### config.mk
export PLATFORM = sky130hd
export DESIGN_NAME = tim_hfsm
export DESIGN_NICKNAME = d
export VERILOG_FILES = /design/src/rtl/tim_pkg.sv /design/src/rtl/tim_phase_cnt.sv /design/src/rtl/tim_hfsm.sv
export SDC_FILE = /design/constraint.sdc
export NUM_CORES = 1
export LEC_CHECK = 0
export BUFFER_PORTS_ARGS = -buffer_cell sky130_fd_sc_hd__buf_2
export CAP_MARGIN = 30
export CORE_ASPECT_RATIO = 1.1
export CORE_UTILIZATION = 50
export CTS_BUF_LIST = sky130_fd_sc_hd__clkbuf_16
export DETAILED_ROUTE_END_ITERATION = 10
export PLACE_DENSITY_LB_ADDON = 0.25
export SETUP_SLACK_MARGIN = 0.4
export SYNTH_ARGS = -nofsm -noshare
export SYNTH_HDL_FRONTEND = slang
export SYNTH_SLANG_ARGS = --single-unit
### constraint.sdc
create_clock -name clk -period 6.8 [get_ports clk]
set_input_delay 1.02 -clock clk [delete_from_list [all_inputs] [get_ports clk]]
set_output_delay 1.02 -clock clk [all_outputs]
set_load 0.01 [all_outputs]
### src/rtl/tim_pkg.sv
// -----------------------------------------------------------------------------
// tim_pkg
// Shared definitions for the CCD/AFE timing generator.
//   - tim_state_e      : horizontal sequencer state encoding
//   - TIM_H_*          : default horizontal phase lengths (shared with tim_vfsm)
//   - tim_h_phase_len  : number of pixel cycles spent in a given H state
//   - tim_h_succ       : natural successor of a given H state
// -----------------------------------------------------------------------------
package tim_pkg;

   typedef enum logic [2:0] {
      IDLE  = 3'd0,
      HD    = 3'd1,
      DUMMY = 3'd2,
      OB    = 3'd3,
      ACT   = 3'd4,
      TRAIL = 3'd5,
      DONE  = 3'd6
   } tim_state_e;

   // Default horizontal line geometry.
   localparam int unsigned TIM_HD_W    = 2;
   localparam int unsigned TIM_H_LEAD  = 12;
   localparam int unsigned TIM_H_OB    = 28;
   localparam int unsigned TIM_H_ACT   = 4008;
   localparam int unsigned TIM_H_TRAIL = 8;
   localparam int unsigned TIM_CW      = 13;

   // Length in cycles of each state. IDLE and DONE count as one cycle so the
   // phase counter is loaded with 0 on entry to them.
   function automatic int unsigned tim_h_phase_len(
      input logic [2:0]  st,
      input int unsigned hd_w,
      input int unsigned h_lead,
      input int unsigned h_ob,
      input int unsigned h_act,
      input int unsigned h_trail
   );
      int unsigned len;
      case (st)
         HD:      len = hd_w;
         DUMMY:   len = h_lead;
         OB:      len = h_ob;
         ACT:     len = h_act;
         TRAIL:   len = h_trail;
         default: len = 1;
      endcase
      return len;
   endfunction

   // Successor in the line sequence IDLE->HD->DUMMY->OB->ACT->TRAIL->DONE->IDLE.
   function automatic logic [2:0] tim_h_succ(input logic [2:0] st);
      logic [2:0] nxt;
      case (st)
         IDLE:    nxt = HD;
         HD:      nxt = DUMMY;
         DUMMY:   nxt = OB;
         OB:      nxt = ACT;
         ACT:     nxt = TRAIL;
         TRAIL:   nxt = DONE;
         default: nxt = IDLE;
      endcase
      return nxt;
   endfunction

endpackage

### src/rtl/tim_phase_cnt.sv
// -----------------------------------------------------------------------------
// tim_phase_cnt
// Loadable down-counter used to time one phase of a timing FSM.
// Ports:
//   clk        : clock, rising edge
//   rst_n      : asynchronous active-low reset (counter clears to 0)
//   i_load     : load i_load_val this edge (has priority over decrement)
//   i_load_val : phase length minus one
//   o_zero     : counter currently reads 0 (last cycle of the phase)
// -----------------------------------------------------------------------------
module tim_phase_cnt #(
   parameter int unsigned CW = 13
) (
   input  logic          clk,
   input  logic          rst_n,
   input  logic          i_load,
   input  logic [CW-1:0] i_load_val,
   output logic          o_zero
);

   logic [CW-1:0] r_cnt;

   always_ff @(posedge clk or negedge rst_n) begin
      if (!rst_n) begin
         r_cnt <= '0;
      end else if (i_load) begin
         r_cnt <= i_load_val;
      end else if (r_cnt != '0) begin
         // Saturate at zero so an idle FSM holding its state stays parked.
         r_cnt <= r_cnt - CW'(1);
      end
   end

   assign o_zero = (r_cnt == '0);

endmodule

### src/rtl/tim_hfsm.sv
// -----------------------------------------------------------------------------
// tim_hfsm
// Horizontal line sequencer. A line_start pulse in IDLE runs one line:
// HD -> DUMMY -> OB -> ACT -> TRAIL -> DONE, one pixel per clk, then IDLE.
// Ports:
//   clk, rst_n  : pixel clock / asynchronous active-low reset
//   line_start  : one-cycle request to read one line (accepted only in IDLE)
//   abort       : synchronous abort, returns to IDLE from any active state
//   h_run       : H1/H2/RG driver enable (DUMMY..TRAIL)
//   afe_hd      : AFE HD pulse (HD state)
//   afe_pblk    : pixel blanking, low only in DUMMY..TRAIL
//   afe_clpdm   : dummy clamp window (DUMMY)
//   afe_clpob   : optical-black clamp window (OB)
//   cpu_hsync   : active-pixel qualifier (ACT)
//   pix_idx     : active pixel index, 0 outside ACT
//   line_done   : one-cycle end-of-line pulse (DONE)
//   busy        : any state except IDLE
//   overrun     : sticky, line_start seen while busy
// All outputs are registers decoded from the next state, so they line up
// cycle-for-cycle with the state register and never follow inputs directly.
// -----------------------------------------------------------------------------
module tim_hfsm
   import tim_pkg::*;
#(
   parameter int unsigned HD_W    = TIM_HD_W,
   parameter int unsigned H_LEAD  = TIM_H_LEAD,
   parameter int unsigned H_OB    = TIM_H_OB,
   parameter int unsigned H_ACT   = TIM_H_ACT,
   parameter int unsigned H_TRAIL = TIM_H_TRAIL,
   parameter int unsigned CW      = TIM_CW
) (
   input  logic          clk,
   input  logic          rst_n,
   input  logic          line_start,
   input  logic          abort,
   output logic          h_run,
   output logic          afe_hd,
   output logic          afe_pblk,
   output logic          afe_clpdm,
   output logic          afe_clpob,
   output logic          cpu_hsync,
   output logic [CW-1:0] pix_idx,
   output logic          line_done,
   output logic          busy,
   output logic          overrun
);

   localparam logic [2:0] ST_IDLE  = IDLE;
   localparam logic [2:0] ST_HD    = HD;
   localparam logic [2:0] ST_DUMMY = DUMMY;
   localparam logic [2:0] ST_OB    = OB;
   localparam logic [2:0] ST_ACT   = ACT;
   localparam logic [2:0] ST_TRAIL = TRAIL;
   localparam logic [2:0] ST_DONE  = DONE;

   logic [2:0]    r_state;
   logic [2:0]    w_next_state;
   logic          w_load;
   logic [CW-1:0] w_load_val;
   logic          w_cnt_zero;
   logic [CW-1:0] w_pix_next;

   logic          r_h_run;
   logic          r_afe_hd;
   logic          r_afe_pblk;
   logic          r_afe_clpdm;
   logic          r_afe_clpob;
   logic          r_cpu_hsync;
   logic [CW-1:0] r_pix_idx;
   logic          r_line_done;
   logic          r_busy;
   logic          r_overrun;

   // ---------------------------------------------------------------------
   // Phase counter: reloaded with (length-1) whenever the state changes.
   // ---------------------------------------------------------------------
   tim_phase_cnt #(
      .CW (CW)
   ) u_phase_cnt (
      .clk        (clk),
      .rst_n      (rst_n),
      .i_load     (w_load),
      .i_load_val (w_load_val),
      .o_zero     (w_cnt_zero)
   );

   // ---------------------------------------------------------------------
   // Next-state logic
   // ---------------------------------------------------------------------
   always_comb begin
      w_next_state = r_state;
      w_load       = 1'b0;
      if (r_state == ST_IDLE) begin
         // abort has priority over a simultaneous start request.
         if (line_start && !abort) begin
            w_next_state = ST_HD;
            w_load       = 1'b1;
         end
      end else if (abort) begin
         w_next_state = ST_IDLE;
         w_load       = 1'b1;
      end else if (w_cnt_zero) begin
         w_next_state = tim_h_succ(r_state);
         w_load       = 1'b1;
      end
      w_load_val = CW'(tim_h_phase_len(w_next_state, HD_W, H_LEAD, H_OB,
                                       H_ACT, H_TRAIL) - 1);
   end

   // Pixel index restarts at 0 on entry to ACT and counts up while in it.
   always_comb begin
      w_pix_next = '0;
      if (w_next_state == ST_ACT && r_state == ST_ACT) begin
         w_pix_next = r_pix_idx + CW'(1);
      end
   end

   // ---------------------------------------------------------------------
   // State and registered output decode
   // ---------------------------------------------------------------------
   always_ff @(posedge clk or negedge rst_n) begin
      if (!rst_n) begin
         r_state     <= ST_IDLE;
         r_h_run     <= 1'b0;
         r_afe_hd    <= 1'b0;
         r_afe_pblk  <= 1'b1;
         r_afe_clpdm <= 1'b0;
         r_afe_clpob <= 1'b0;
         r_cpu_hsync <= 1'b0;
         r_pix_idx   <= '0;
         r_line_done <= 1'b0;
         r_busy      <= 1'b0;
         r_overrun   <= 1'b0;
      end else begin
         r_state     <= w_next_state;
         r_h_run     <= (w_next_state == ST_DUMMY) || (w_next_state == ST_OB) ||
                        (w_next_state == ST_ACT)   || (w_next_state == ST_TRAIL);
         r_afe_hd    <= (w_next_state == ST_HD);
         r_afe_pblk  <= (w_next_state == ST_IDLE) || (w_next_state == ST_HD) ||
                        (w_next_state == ST_DONE);
         r_afe_clpdm <= (w_next_state == ST_DUMMY);
         r_afe_clpob <= (w_next_state == ST_OB);
         r_cpu_hsync <= (w_next_state == ST_ACT);
         r_pix_idx   <= w_pix_next;
         r_line_done <= (w_next_state == ST_DONE);
         r_busy      <= (w_next_state != ST_IDLE);
         // A request the sequencer cannot honour is latched until reset.
         if (line_start && r_state != ST_IDLE) begin
            r_overrun <= 1'b1;
         end
      end
   end

   assign h_run     = r_h_run;
   assign afe_hd    = r_afe_hd;
   assign afe_pblk  = r_afe_pblk;
   assign afe_clpdm = r_afe_clpdm;
   assign afe_clpob = r_afe_clpob;
   assign cpu_hsync = r_cpu_hsync;
   assign pix_idx   = r_pix_idx;
   assign line_done = r_line_done;
   assign busy      = r_busy;
   assign overrun   = r_overrun;

endmodule
# ---- Word level (Yosys, flattened, before mapping)
# Cells that the tools add are included.
dict set report op_classes {
  n_addsub 3
  n_eq_ne 11
  muxes 13
  n_reduce_logical 16
}
# cell n
set op_table {}
lappend op_table {{$pmux W12 S5} 1}
lappend op_table {{$mux W13} 3}
lappend op_table {{$sub A13 B1 Y13 const B} 2}
lappend op_table {{$eq A3 B3 Y1 const B} 5}
lappend op_table {{$pmux W3 S5} 1}
lappend op_table {{$add A13 B1 Y13 const B} 1}
lappend op_table {{$logic_not A13 Y1} 1}
lappend op_table {{$reduce_bool A13 Y1} 1}
lappend op_table {{$eq A3 B2 Y1 const B} 4}
lappend op_table {{$mux W3} 4}
lappend op_table {{$eq A3 B1 Y1 const B} 2}
lappend op_table {{$logic_not A3 Y1} 2}
lappend op_table {{$reduce_bool A3 Y1} 2}
lappend op_table {{$logic_or A1 B1 Y1} 5}
lappend op_table {{$mux W1} 4}
lappend op_table {{$logic_and A1 B1 Y1} 3}
lappend op_table {{$reduce_bool A2 Y1} 1}
lappend op_table {{$logic_not A1 Y1} 1}
dict set report word_totals {
  ff_bits 38
  out_inout_bits 22
  word_cells 55
}

# ---- Longest topological paths before layout
# Gate-level depths: netlist of the first run.
dict set report depth {
  depth_word 9
  ltp_mapped 12
  ltp_nobuf 10
}

# ---- Cells and area by module
# Synthesis of the first run repeated with hierarchy kept, for this count alone.
dict set report unflattened {
  cells_unflattened 208
  area_unflattened_um2 2005.7
}
# mod n_inst cells_each area_per_inst_um2
set by_module_without_submodules {}
lappend by_module_without_submodules {tim_hfsm 1 126 1238.7}
lappend by_module_without_submodules {tim_phase_cnt 1 82 767.0}

# ---- Least setup slack after synthesis of the first run
# No wires, ideal clock.
dict set report synth_timing {
  kind {in2reg}
  startpoint {input port abort}
  endpoint {register u_phase_cnt.r_cnt[10]}
  arrival_time_ns 3.303
  required_time_ns 6.675
  path_slack_ns 3.372
  cell_stages 10
  path_buffers 1
  cell_sequence {clkbuf_1 > o31a_1 > a21oi_1 > a21boi_1 > a22oi_1 > ha_1 > o211ai_1 > o21ai_1 > nand3_1 > mux2_2}
}
dict set report synth_via {
  elab_chain_cells 8
  word_cells_on_any_way 17
}
# element line_no
set synth_lines {}
lappend synth_lines {{start, declared} tim_hfsm.sv:35} ;# input logic abort,
lappend synth_lines {{$logic_not A1 Y1} tim_hfsm.sv:95} ;# if (line_start && !abort) begin
lappend synth_lines {{$logic_and A1 B1 Y1} tim_hfsm.sv:95}
lappend synth_lines {{$mux W3} tim_hfsm.sv:95}
lappend synth_lines {{$mux W3} tim_hfsm.sv:93} ;# if (r_state == ST_IDLE) begin
lappend synth_lines {{$eq A3 B3 Y1, or another cell as far along} tim_pkg.sv:40} ;# case (st)
lappend synth_lines {{$pmux W12 S5} tim_pkg.sv:40}
lappend synth_lines {{$sub A13 B1 Y13} tim_hfsm.sv:107} ;# H_ACT, H_TRAIL) - 1);
lappend synth_lines {{$mux W13} tim_phase_cnt.sv:26} ;# end else if (i_load) begin
lappend synth_lines {{end signal, assigned} tim_phase_cnt.sv:27} ;# r_cnt <= i_load_val;
lappend synth_lines {{end signal, assigned} tim_phase_cnt.sv:30} ;# r_cnt <= r_cnt - CW'(1);
lappend synth_lines {{end, declared} tim_phase_cnt.sv:21} ;# logic [CW-1:0] r_cnt;
# Parallel ways exist; a longest one is shown, timed or not.
# A chain may end at the register's enable or synchronous reset.

# ---- Worst setup path in the final report of the first run
# Ends and elaborated chain as after synthesis.

==> key figures, run 1 <==
Outcome
  – Status: finished clean

Layout
  – Core Util, Final: 61.80%
  – Share of layout cells above drive strength 1: 19.53%
  – Area of the multi-input gates: 0.001166 sq mm
  – Fin nets: between 200 and 300
  – Fillcell total: around 360
  – Antenna cells: 0
  – Area growth from synthesis to layout: 14.41%
  – Reg area: 952.2 sq um

Placement
  – Gpl congestion: 0.8739
  – Number of port buffers: 25
  – Post-DP HPWL: around 3300 um

Setup path
  – Crit-path max FO: 20
  – R2r setup slk: 3060 ps
  – Startpoint types: input port
  – CP cell instances: buf_2, nor2b_1, a21oi_1, a21boi_1, a22oi_1, ha_1, o211ai_1, o21ai_1, nand3_1, mux2_2
  – RR Endpoint: u_phase_cnt.r_cnt[10]
  – Critical path class: input port to register
  – Critical R2R Launch: r_state[2]
  – Worst path bufs/invs: 1
  – CP max stage delay: between 700 and 800 ps
  – Worst Path Arrival: 3940 ps
  – Cell family with most CP delay: compound AO/OA/AOI/OAI gates
  – Required @ worst endpoint: 6960 ps
  – Crit path capture type: register
  – R2R cell count: 9
  – Slowest cell on crit path: a21boi_1

Timing
  – Fin crit share: about 55%
  – Tmin final: 3772 ps
  – Slew headroom: 37.14%
  – Setup violations, final: 0
  – Worst Max-Slew Pin Slew: 935.7 ps
  – Achievable clock frequency: 265.1 MHz
  – Clock Skew: 5.817 ps
  – Setup TNS: 0 ps
  – Slew Limit Fails: 0
  – Final hold viol count: 0
  – RSZ-0062 raised after global routing: false

Synth
  – Async set-reset flop share out of synthesis: 100.0%
  – Sequential share of the synthesized area: 43.17%
  – Syn Inst Count: 235
  – #FFs+latches synth: 38
  – Number of synthesized flops with an enable pin: 0
  – Syn Nets: 241
  – YS warnings: 0
  – Syn avg cell area: 9.387 sq um
  – Netlist cell types: 61
  – Top_reg_cell synth: dfrtp_1
  – Mapped Area: approximately 0.0022 sq mm

Clock tree
  – Clock Tree Buf Depth: 2
  – CTS Buf Count: 5
  – # hold bufs at CTS: 0
  – Clock net sink count: 38
  – Post-cts resize count: 0
  – Reg clk slew, reported paths: 50 ps
  – H-tree depth: 2
  – CTS tree: yes
  – Clk root buf: clkbuf_16
  – Postcts setup bufs: 0
  – Clock latency on the worst-skew pair: about 280 ps

Job
  – Max Cap Viol: 0

Routing
  – DRC violations left: 0
  – Final ANT Viol Nets: 0
  – Vias: 1856
  – DRT iter0 DRCs: 238
  – Via/cell ratio: between 6 and 7
  – Final WL: 4842 um
  – DR pass1 iterations: 4
  – Post-DR wirelength/cell: 15.72 um

Power and ir drop
  – Pwr Density: 334.6 mW/mm^2
  – LEAKAGE: 1.126 nW
  – Peak supply drop: 184.4 uV

Global route
  – Global-route wire length before repair: 8252 um
  – Largest net degree at the start of global routing: 39
  – Gr usage total: a little under a quarter
  – Number of global-route vias before repair: 1750
  – Initial antenna violation count: 0
  – GRT overflow: 0

Floorplan
  – Starting Density: 54.01%
  – Die Span Y: 71.66 um
  – # rows: 24
  – # IOs: 26
  – Core Region: roughly 0.0041 sq mm
  – Die width: 65.33 um
  – Die Area: 0.004682 sq mm

Worst hold path
  – Type of the tightest min-delay check: register to register
  – Hold path start: overrun
  – Hold path depth: 1
  – WHS Endpoint: overrun
worst register-to-register path, cell delays in order (launching register included):
cell and delay, ps:
dfrtp_1 810, nor3_1 330, a21oi_1 570, a21boi_1 730
a22oi_1 160, ha_1 290, o211ai_1 140, o21ai_1 150
nand3_1 110, mux2_2 330
cells in the final DEF, fill, tap and decap left out, drive strengths merged, types with 2 or more instances in the layout:
cell and count:
xor2 8, o211ai 4, o31a 2, clkbuf 5, a21o 2, o41ai 3
a21boi 2, o21a 3, nor4 4, nand3 12, o211a 2, ha 2
mux2i 3, and3 5, inv 7, or4 6, dfrtp 37, a21oi 14
xnor2 6, bufinv 2, or3 10, nor3 4, o22ai 2, nand2b 3
or4b 2, buf 25, nand2 17, nor2 31, o21ai 12
stage by stage:
| step | power, mW | instance area, sq um | setup slack, ps | hold WS, ps | std cells |
|---|---|---|---|---|---|
| floorplan | 0.5034 | 2206 | 3372 | 493.2 | 235 |
| detailed placement | 0.5473 | 2335 | 2752 | 439.0 | 300 |
| finish | 0.8443 | 2524 | 3028 | 445.6 | 308 |
| global route | 0.8944 | 2524 | 2805 | 475.8 | 308 |
| global placement | 0.5442 | 2335 | 2921 | 433.9 | 300 |
| CTS | 0.8474 | 2524 | 3049 | 451.5 | 308 |
synth_stat cells (2+ instances only):
library cell,instances,area (sq um)
nor3_1,3,15.01
nand2b_1,3,18.77
nor4_1,2,12.51
xor2_1,8,70.07
o21a_1,2,15.01
mux2i_1,3,30.03
o211ai_1,3,22.52
or4_4,2,22.52
ha_1,2,25.02
clkbuf_1,7,26.28
nand3_1,12,60.06
a21o_1,2,15.01
o21ai_2,2,17.52
and3_1,5,31.28
dfrtp_1,37,925.9
nor2_1,31,116.4
buf_6,2,22.52
xnor2_1,6,52.55
a21oi_1,13,65.06
nand2_1,17,63.81
or3_1,9,56.30
inv_1,7,26.28
o41ai_1,3,26.28
or4_1,4,30.03
o21ai_0,9,45.04
o31a_1,2,17.52
o22ai_1,2,12.51
or4b_2,2,20.02
buf_1,2,7.510
o211a_1,2,20.02
worst max path at each step:
stage,startpoint,endpoint,depth (start not counted)
floorplan,abort,u_phase_cnt.r_cnt[10],10
global placement,abort,u_phase_cnt.r_cnt[10],10
detailed placement,abort,u_phase_cnt.r_cnt[10],10
CTS,abort,u_phase_cnt.r_cnt[10],10
global route,abort,u_phase_cnt.r_cnt[10],10
finish,abort,u_phase_cnt.r_cnt[10],10
where the power goes:
group          internal [mW]  switching [mW]  total, mW
clock network          0.209          0.0867      0.295
registers              0.265          0.0428      0.308
logic                  0.101           0.140      0.241
kinds of logic (layout without fill, tap and decap cells):
kind of cell / Yosys count / count (layout) / synth area share, %
compound gates: 58 / 58 / 19.68
xor+xnor: 14 / 14 / 5.559
fa+ha+maj: 2 / 2 / 1.134
buf+inv: 19 / 40 / 3.971
flops: 38 / 38 / 43.17
mux: 4 / 4 / 1.872
simple gates: 100 / 100 / 24.62
area by class of cell:
class,count,share of cell area (%)
clock inverter,3,2.529
multi-input combinational,178,46.21
tap,52,2.578
clock buffer,5,4.958
sequential,38,37.73
inverter,7,1.041
timing repair buffer,25,4.958
routing by layer:
layer / part of all wire [%] / track usage, % / wire length, um
met3: 4.0 / 5.573 / 195
met5: 0 / 0 / 0
met1: 47 / 30.89 / 2277
met4: 1.8 / 11.84 / 85
met2: 47 / 34.71 / 2283
Power figures use the tool's default switching activity.
==> run 2: changes to the inputs <==
==> constraint.sdc (replaced) <==
create_clock -name clk -period 3.6 [get_ports clk]
set_input_delay 0.54 -clock clk [delete_from_list [all_inputs] [get_ports clk]]
set_output_delay 0.54 -clock clk [all_outputs]
set_load 0.01 [all_outputs]
==> run 2 against run 1 <==
  * Critical path depth stayed put
  * Clock power is 95% higher
  * Flip-flop and latch count stayed put
  * Core utilization is 2.3 points higher
  * Critical path type is now register to register
  * Largest cell class unchanged
==> key figures, run 2 (synthesized netlist as in run 1, its figures left out) <==
Outcome
  – Status: finished clean

Global route
  – Global-route wire length before repair: 8114 um (-1.7%)
  – Initial antenna violation count: 0 (unchanged)
  – Gr usage total: 22.13% (-0.99 points)
  – Number of global-route vias before repair: 1781 (+1.8%)
  – Largest net degree at the start of global routing: 39 (unchanged)
  – GRT overflow: 0 (unchanged)

Routing
  – Final ANT Viol Nets: 0 (unchanged)
  – Post-DR wirelength/cell: 14.95 um (-4.9%)
  – DRC violations left: 0 (unchanged)
  – Vias: 1843 (-0.70%)
  – DR pass1 iterations: 5 (+1)
  – Final WL: 4739 um (-2.1%)
  – Via/cell ratio: 5.814 (-3.5%)
  – DRT iter0 DRCs: 194 (-18%)

Setup path
  – CP most frequent cell: or4_4
  – Crit path capture type: register
  – CP max stage delay: 580 ps (-150 ps)
  – Worst Path Arrival: 3220 ps (-720 ps)
  – CP cell instances: or4_4, or4_4, o21ai_4, mux2i_2, inv_1, ha_2, o211ai_1, o21ai_1, nand3_1, mux2_2
  – Crit-path max FO: 4 (-80%)
  – Required @ worst endpoint: 3770 ps (-3190 ps)
  – Slowest cell on crit path: or4_4
  – Critical path class: register to register
  – Startpoint types: register

Timing
  – RSZ-0062 raised after global routing: false
  – Slew headroom: 44.90% (+7.8 points)
  – Tmin final: 3059 ps
  – Worst Max-Slew Pin Slew: 826.5 ps (-109.2 ps)
  – Setup TNS: 0 ps (unchanged)
  – Slew Limit Fails: 0 (unchanged)
  – WHS: 349.5 ps (-96.07 ps)
  – Setup ws final: 540.8 ps (-2488 ps)
  – Setup violations, final: 0 (unchanged)
  – Fin crit share: 84.98%
  – Clock Skew: 6.747 ps (+0.9297 ps)
  – Achievable clock frequency: around 330 MHz
  – Final hold viol count: 0 (unchanged)

Worst hold path
  – Type of the tightest min-delay check: input port to async pin

Floorplan
  – Core Region: 0.004084 sq mm (unchanged)
  – Die Area: 0.004682 sq mm (unchanged)
  – Die Span Y: 71.66 um (unchanged)
  – # IOs: 26 (unchanged)
  – # rows: 24 (unchanged)
  – Die width: 65.33 um (unchanged)
  – Starting Density: 54.01% (unchanged)

Power and ir drop
  – Pwr Density: 629.7 mW/mm^2 (+88%)
  – Final Power: 1.649 mW (+95%)
  – LEAKAGE: 1.173 nW (+4.1%)
  – Peak supply drop: 433.1 uV (+130%)

Clock tree
  – Clock Tree Buf Depth: 2 (unchanged)
  – CTS Buf Count: 5 (unchanged)
  – Clock net sink count: 38 (unchanged)
  – Clk root buf: clkbuf_16
  – # hold bufs at CTS: 0 (unchanged)
  – Reg clk slew, reported paths: 60 ps (about the same)
  – CTS tree: yes
  – H-tree depth: 2 (unchanged)
  – Clock latency on the worst-skew pair: 280 ps (about the same)

Layout
  – Cell Count, Final, Fillers Out: 317 (+2.9%)
  – Fin nets: 270 (+3.4%)
  – Most common cell after layout, fill and taps aside: dfrtp_1
  – Most frequent cells in the layout: 37 x dfrtp_1, 31 x nor2_1, 25 x buf_2
  – Area growth from synthesis to layout: 18.72%
  – Antenna cells: 0 (unchanged)
  – Share of layout cells above drive strength 1: 24.15% (+4.6 points)

Placement
  – Setup Slack @ Placement: 500.5 ps (-2252 ps)
  – Inst Count DP: 308 (+2.7%)
  – Number of port buffers: 25 (unchanged)
  – Gpl congestion: 0.8727 (-0.14%)
  – Post-DP HPWL: 3312 um (+0.44%)

Job
  – Max Cap Viol: 0 (unchanged)
run 2: cell count changes in the layout (fill, tap and decap cells not counted), sizes merged:
| cell | before | now |
|---|---|---|
| buf | 25 | 34 |
run 2: final cells by class:
cell class	instances	area, sq um
repair buffers	34	192.7
clock inverters	3	68.82
clock buffers	5	125.1
inverters	7	26.28
well taps	52	65.06
flip-flops and latches	38	952.2
fillers	351	1465
multi-input cells	178	1189
run 2: per-stage QoR:
stage	instance area (sq um)	util, %
final	2619	64.12
after global routing	2619	64.12
after CTS	2589	63.39
after detailed placement	2395	58.64
after global placement	2395	58.64
after floorplan	2206	-
run 2: worst max-delay path, delay by kind of cell, from the launching register on:
family	cells	cell delay, ps
AND/OR/NAND/NOR	3	1220
buffers and inverters	1	70
multiplexers	2	610
adder cells (fa/ha/maj)	1	200
flip-flops	1	400
AO/OA/AOI/OAI	3	450
run 2: repair_timing:
item | 4_1_cts | 5_1_grt
setup buffers | 0 | 1
resized for setup | 0 | 5
endpoints found under the setup margin | 0 | 3
run 2: layer usage:
metal	up-vias	wire (um)	GRT usage, %
met5	-	0	0
met2	34	2254	35.05
met3	8	143	4.777
met1	891	2262	29.45
li1	910	-	-
met4	0	77	8.454
run 2: where the power goes:
part	leakage, nW	internal [mW]	switching [mW]	total (mW)
combinational	0.577	0.228	0.270	0.498
clock	0.0940	0.398	0.176	0.574
sequential	0.502	0.500	0.0773	0.578
total	1.17	1.13	0.523	1.65
run 2: worst paths after layout:
check / startpoint / slack (ps) / endpoint / cells past startpoint
worst max-delay path: u_phase_cnt.r_cnt[1] / 540 / u_phase_cnt.r_cnt[10] / 10
worst min-delay path: rst_n / 350 / u_phase_cnt.r_cnt[3] / 1
worst max register to register: u_phase_cnt.r_cnt[1] / 540 / u_phase_cnt.r_cnt[10] / 10
worst min register to register: overrun / 450 / overrun / 1
max in group asynchronous: rst_n / 2720 / u_phase_cnt.r_cnt[7] / 1
min in group clk: overrun / 450 / overrun / 1
==> run 3: changes to the inputs <==
--- a/config.mk
+++ b/config.mk
@@ -5,6 +5,7 @@
 export SDC_FILE = /design/constraint.sdc
 export NUM_CORES = 1
 export LEC_CHECK = 0
+export ABC_AREA = 1
 export BUFFER_PORTS_ARGS = -buffer_cell sky130_fd_sc_hd__buf_2
 export CAP_MARGIN = 30
 export CORE_ASPECT_RATIO = 1.1
==> constraint.sdc (replaced) <==
create_clock -name clk -period 2.5 [get_ports clk]
set_input_delay 0.375 -clock clk [delete_from_list [all_inputs] [get_ports clk]]
set_output_delay 0.375 -clock clk [all_outputs]
set_load 0.01 [all_outputs]
==> run 3 against run 2 <==
  * Flip-flop and latch count did not move
  * Largest power group is now combinational logic
  * Wire length fell by 5.5%
  * Via count rose by 0.16%
  * Register-to-register slack got worse by 430 ps
  * Clock skew fell by 2.6 ps
  * Largest cell class unchanged
  * Worst hold slack got worse by 150 ps
  * Fmax rose by 28%
  * Core utilization rose by 4.2 points
  * Highest routed layer unchanged
  * Clock power rose by 43%
  * Sequential power rose by 42%
  * Critical path depth rose by 9
  * Sequential share of layout area fell by 1.4 points
==> key figures, run 3 <==
Clock tree
  – Clock latency on the worst-skew pair: 280 ps (about the same)
  – CTS tree: yes
  – H-tree depth: 2 (unchanged)
  – # hold bufs at CTS: 0 (unchanged)
  – CTS Buf Count: 5 (unchanged)
  – Clk root buf: clkbuf_16
  – Clock net sink count: 38 (unchanged)
  – Reg clk slew, reported paths: 60 ps (about the same)
  – Clock Tree Buf Depth: 2 (unchanged)

Synth
  – Syn Inst Count: 275 (+17%)
  – Sequential share of the synthesized area: 45.14% (+2.0 points)
  – Area leader, netlist: dfrtp_1
  – Netlist cell types: 31 (-49%)
  – #FFs+latches synth: 38 (unchanged)
  – Cell with the most instances after synthesis: nand2_1
  – Syn avg cell area: 7.671 sq um (-18%)
  – Largest cells by area after synthesis: dfrtp_1 44%, nand2_1 12%, nor2_1 7.5%
  – Number of synthesized flops with an enable pin: 0 (unchanged)
  – Syn Nets: 281 (+17%)
  – Top cells by count, synth: 66 x nand2_1, 42 x nor2_1, 37 x dfrtp_1
  – Share of the synthesized area in the top cell type: 43.89% (+1.9 points)
  – Mapped Area: 0.002110 sq mm (-4.4%)
  – YS warnings: 0 (unchanged)
  – Top_reg_cell synth: dfrtp_1
  – Async set-reset flop share out of synthesis: 100.0% (unchanged)

Global route
  – Largest net degree at the start of global routing: 39 (unchanged)
  – Initial antenna violation count: 0 (unchanged)
  – Gr usage total: 22.18% (+0.051 points)
  – Global-route wire length before repair: 7610 um (-6.2%)
  – Number of global-route vias before repair: 1767 (-0.79%)
  – GRT overflow: 0 (unchanged)

Layout
  – Area growth from synthesis to layout: 29.36%
  – Cell area after layout: 0.002729 sq mm (+4.2%)
  – Fin nets: 325 (+20%)
  – Most common cell after layout, fill and taps aside: nand2_1
  – Most frequent cells in the layout: 55 x nand2_1, 35 x dfrtp_1, 33 x inv_1
  – Share of layout cells above drive strength 1: 35.00% (+11 points)
  – Antenna cells: 0 (unchanged)

Timing
  – Achievable clock frequency: 419.3 MHz (+28%)
  – Clock Skew: 4.097 ps (-2.650 ps)
  – Slew headroom: 44.94% (about the same)
  – Tmin final: 2385 ps (-674.3 ps)
  – RSZ-0062 raised after global routing: true
  – Setup violations, final: 0 (unchanged)
  – Worst Max-Slew Pin Slew: 825.9 ps (-0.5903 ps)
  – Setup TNS: 0 ps (unchanged)
  – Slew Limit Fails: 0 (unchanged)
  – Final hold viol count: 0 (unchanged)
  – Fin crit share: 95.40% (+10 points)

Worst hold path
  – Type of the tightest min-delay check: input port to async pin

Setup path
  – Crit path capture type: register
  – Startpoint types: register
  – Required @ worst endpoint: 2670 ps (-1100 ps)
  – Worst Path Arrival: 2550 ps (-670 ps)
  – Crit-path max FO: 7 (+3)
  – Critical path class: register to register

Power and ir drop
  – Clk pwr share: 26.3% (-8.5 points)
  – Peak supply drop: 614.3 uV (+42%)
  – Seq pwr share: 26.3% (-8.7 points)
  – LEAKAGE: 1.440 nW (+23%)
  – Net Sw Frac: 39.54% (+7.8 points)
  – Internal power: 1.887 mW (+68%)
  – Pwr Density: 1144 mW/mm^2 (+82%)
  – NetSw: 1.234 mW (+140%)
  – Combinational share of power: 47.4% (+17 points)

Job
  – Max Cap Viol: 0 (unchanged)

Floorplan
  – Die Span Y: 70.13 um (-2.1%)
  – Core Region: 0.003994 sq mm (-2.2%)
  – Die Area: 0.004483 sq mm (-4.2%)
  – Die width: 63.93 um (-2.1%)
  – # IOs: 26 (unchanged)
  – # rows: 24 (unchanged)
  – Starting Density: 52.82% (-1.2 points)

Routing
  – DRC violations left: 0 (unchanged)
  – Final WL: 4477 um (-5.5%)
  – Vias: 1846 (+0.16%)
  – DRT iter0 DRCs: 112 (-42%)
  – Via/cell ratio: 4.962 (-15%)
  – DR pass1 iterations: 4 (-1)
  – Post-DR wirelength/cell: 12.03 um (-19%)
  – Final ANT Viol Nets: 0 (unchanged)

Placement
  – Number of port buffers: 25 (unchanged)
  – Gpl congestion: 0.8504 (-2.6%)
  – Post-placement cell area: 0.002357 sq mm (-1.6%)
  – Post-DP HPWL: 3094 um (-6.6%)

Outcome
  – Status: finished clean
run 3: cell count changes after synthesis, moves of 9 or more:
| cell | change |
|---|---|
| nand3_1 | +11 |
| nor2_1 | +11 |
| inv_1 | +27 |
| nand2_1 | +49 |
| or3_1 | -9 |
run 3: path summary, 6_finish.rpt:
check,startpoint,to,slack (ps),depth (start not counted)
max in group asynchronous,rst_n,r_state[0],1740,1
hold reg to reg,overrun,overrun,460,1
min in group clk,line_start,overrun,330,2
setup reg to reg,u_phase_cnt.r_cnt[2],u_phase_cnt.r_cnt[10],120,19
setup / recovery,u_phase_cnt.r_cnt[2],u_phase_cnt.r_cnt[10],120,19
hold / removal,rst_n,r_state[1],190,1
run 3: worst max-delay path, stage by stage, from the launching register on:
cell and delay (ps):
dfrtp_1 390, nor2_2 150, nand2_2 80, nor2_4 130, nand2_4 100, nand2_1 70
nand2_1 60, nand2_2 90, nand2_2 80, nor2_4 140, nor2_4 70, nor2_4 80
ha_2 170, inv_2 50, nor2_4 80, nand3_2 100, nor2_4 220, nand2_2 80
nand2_1 80, a21oi_2 50
run 3: stage by stage:
step	total power [mW]	hold WS (ps)	setup WS [ps]	util, %	cells
after detailed placement	2.070	447.2	7.883	59.02	354
after global routing	3.349	273.3	-104.3	68.33	372
after floorplan	1.805	79.41	192.7	-	275
after global placement	2.052	432.1	29.56	59.02	354
final	3.122	194.7	115.1	68.33	372
after CTS	3.055	232.0	189.5	66.32	367
run 3: cell type report:
class | instances | area, sq um
clock buffer | 5 | 125.1
clock inverter | 3 | 68.82
fill | 315 | 1265
inverter | 39 | 146.4
multi-input combinational | 194 | 1120
sequential | 38 | 954.7
tap | 52 | 65.06
timing repair buffer | 41 | 249.0
run 3: repair_timing:
action / CTS / global route
endpoints found under the hold margin: 0 / 0
setup buffers: 5 / 5
endpoints found under the setup margin: 14 / 25
pin swaps: 12 / 7
gates resized for setup: 16 / 12
cloned: 0 / 0
run 3: cell families after synthesis:
group | Yosys count | share of synthesized area [%]
DFF | 38 | 45.14
AOI/OAI and AO/OA | 18 | 4.627
adders and majority gates | 2 | 1.186
buffers and inverters | 43 | 8.363
xor gates and xnor gates | 3 | 1.246
and+or+nand+nor | 171 | 39.44
run 3: power by group through the flow:
| stage | Clock [mW] | Sequential (mW) | Combinational, mW |
|---|---|---|---|
| after detailed placement | 0 | 0.815 | 1.26 |
| final | 0.822 | 0.820 | 1.48 |
| after CTS | 0.833 | 0.817 | 1.41 |
| after floorplan | 0 | 0.812 | 0.992 |
| after global placement | 0 | 0.813 | 1.24 |
| after global routing | 0.856 | 0.831 | 1.66 |
run 3: metal layers:
metal / GRT usage, % / vias up / share of wire, %
met5: 0 / - / 0
met4: 10.10 / 0 / 2.2
met3: 4.902 / 13 / 3.5
met2: 37.94 / 37 / 51
met1: 26.22 / 851 / 43
li1: - / 945 / -
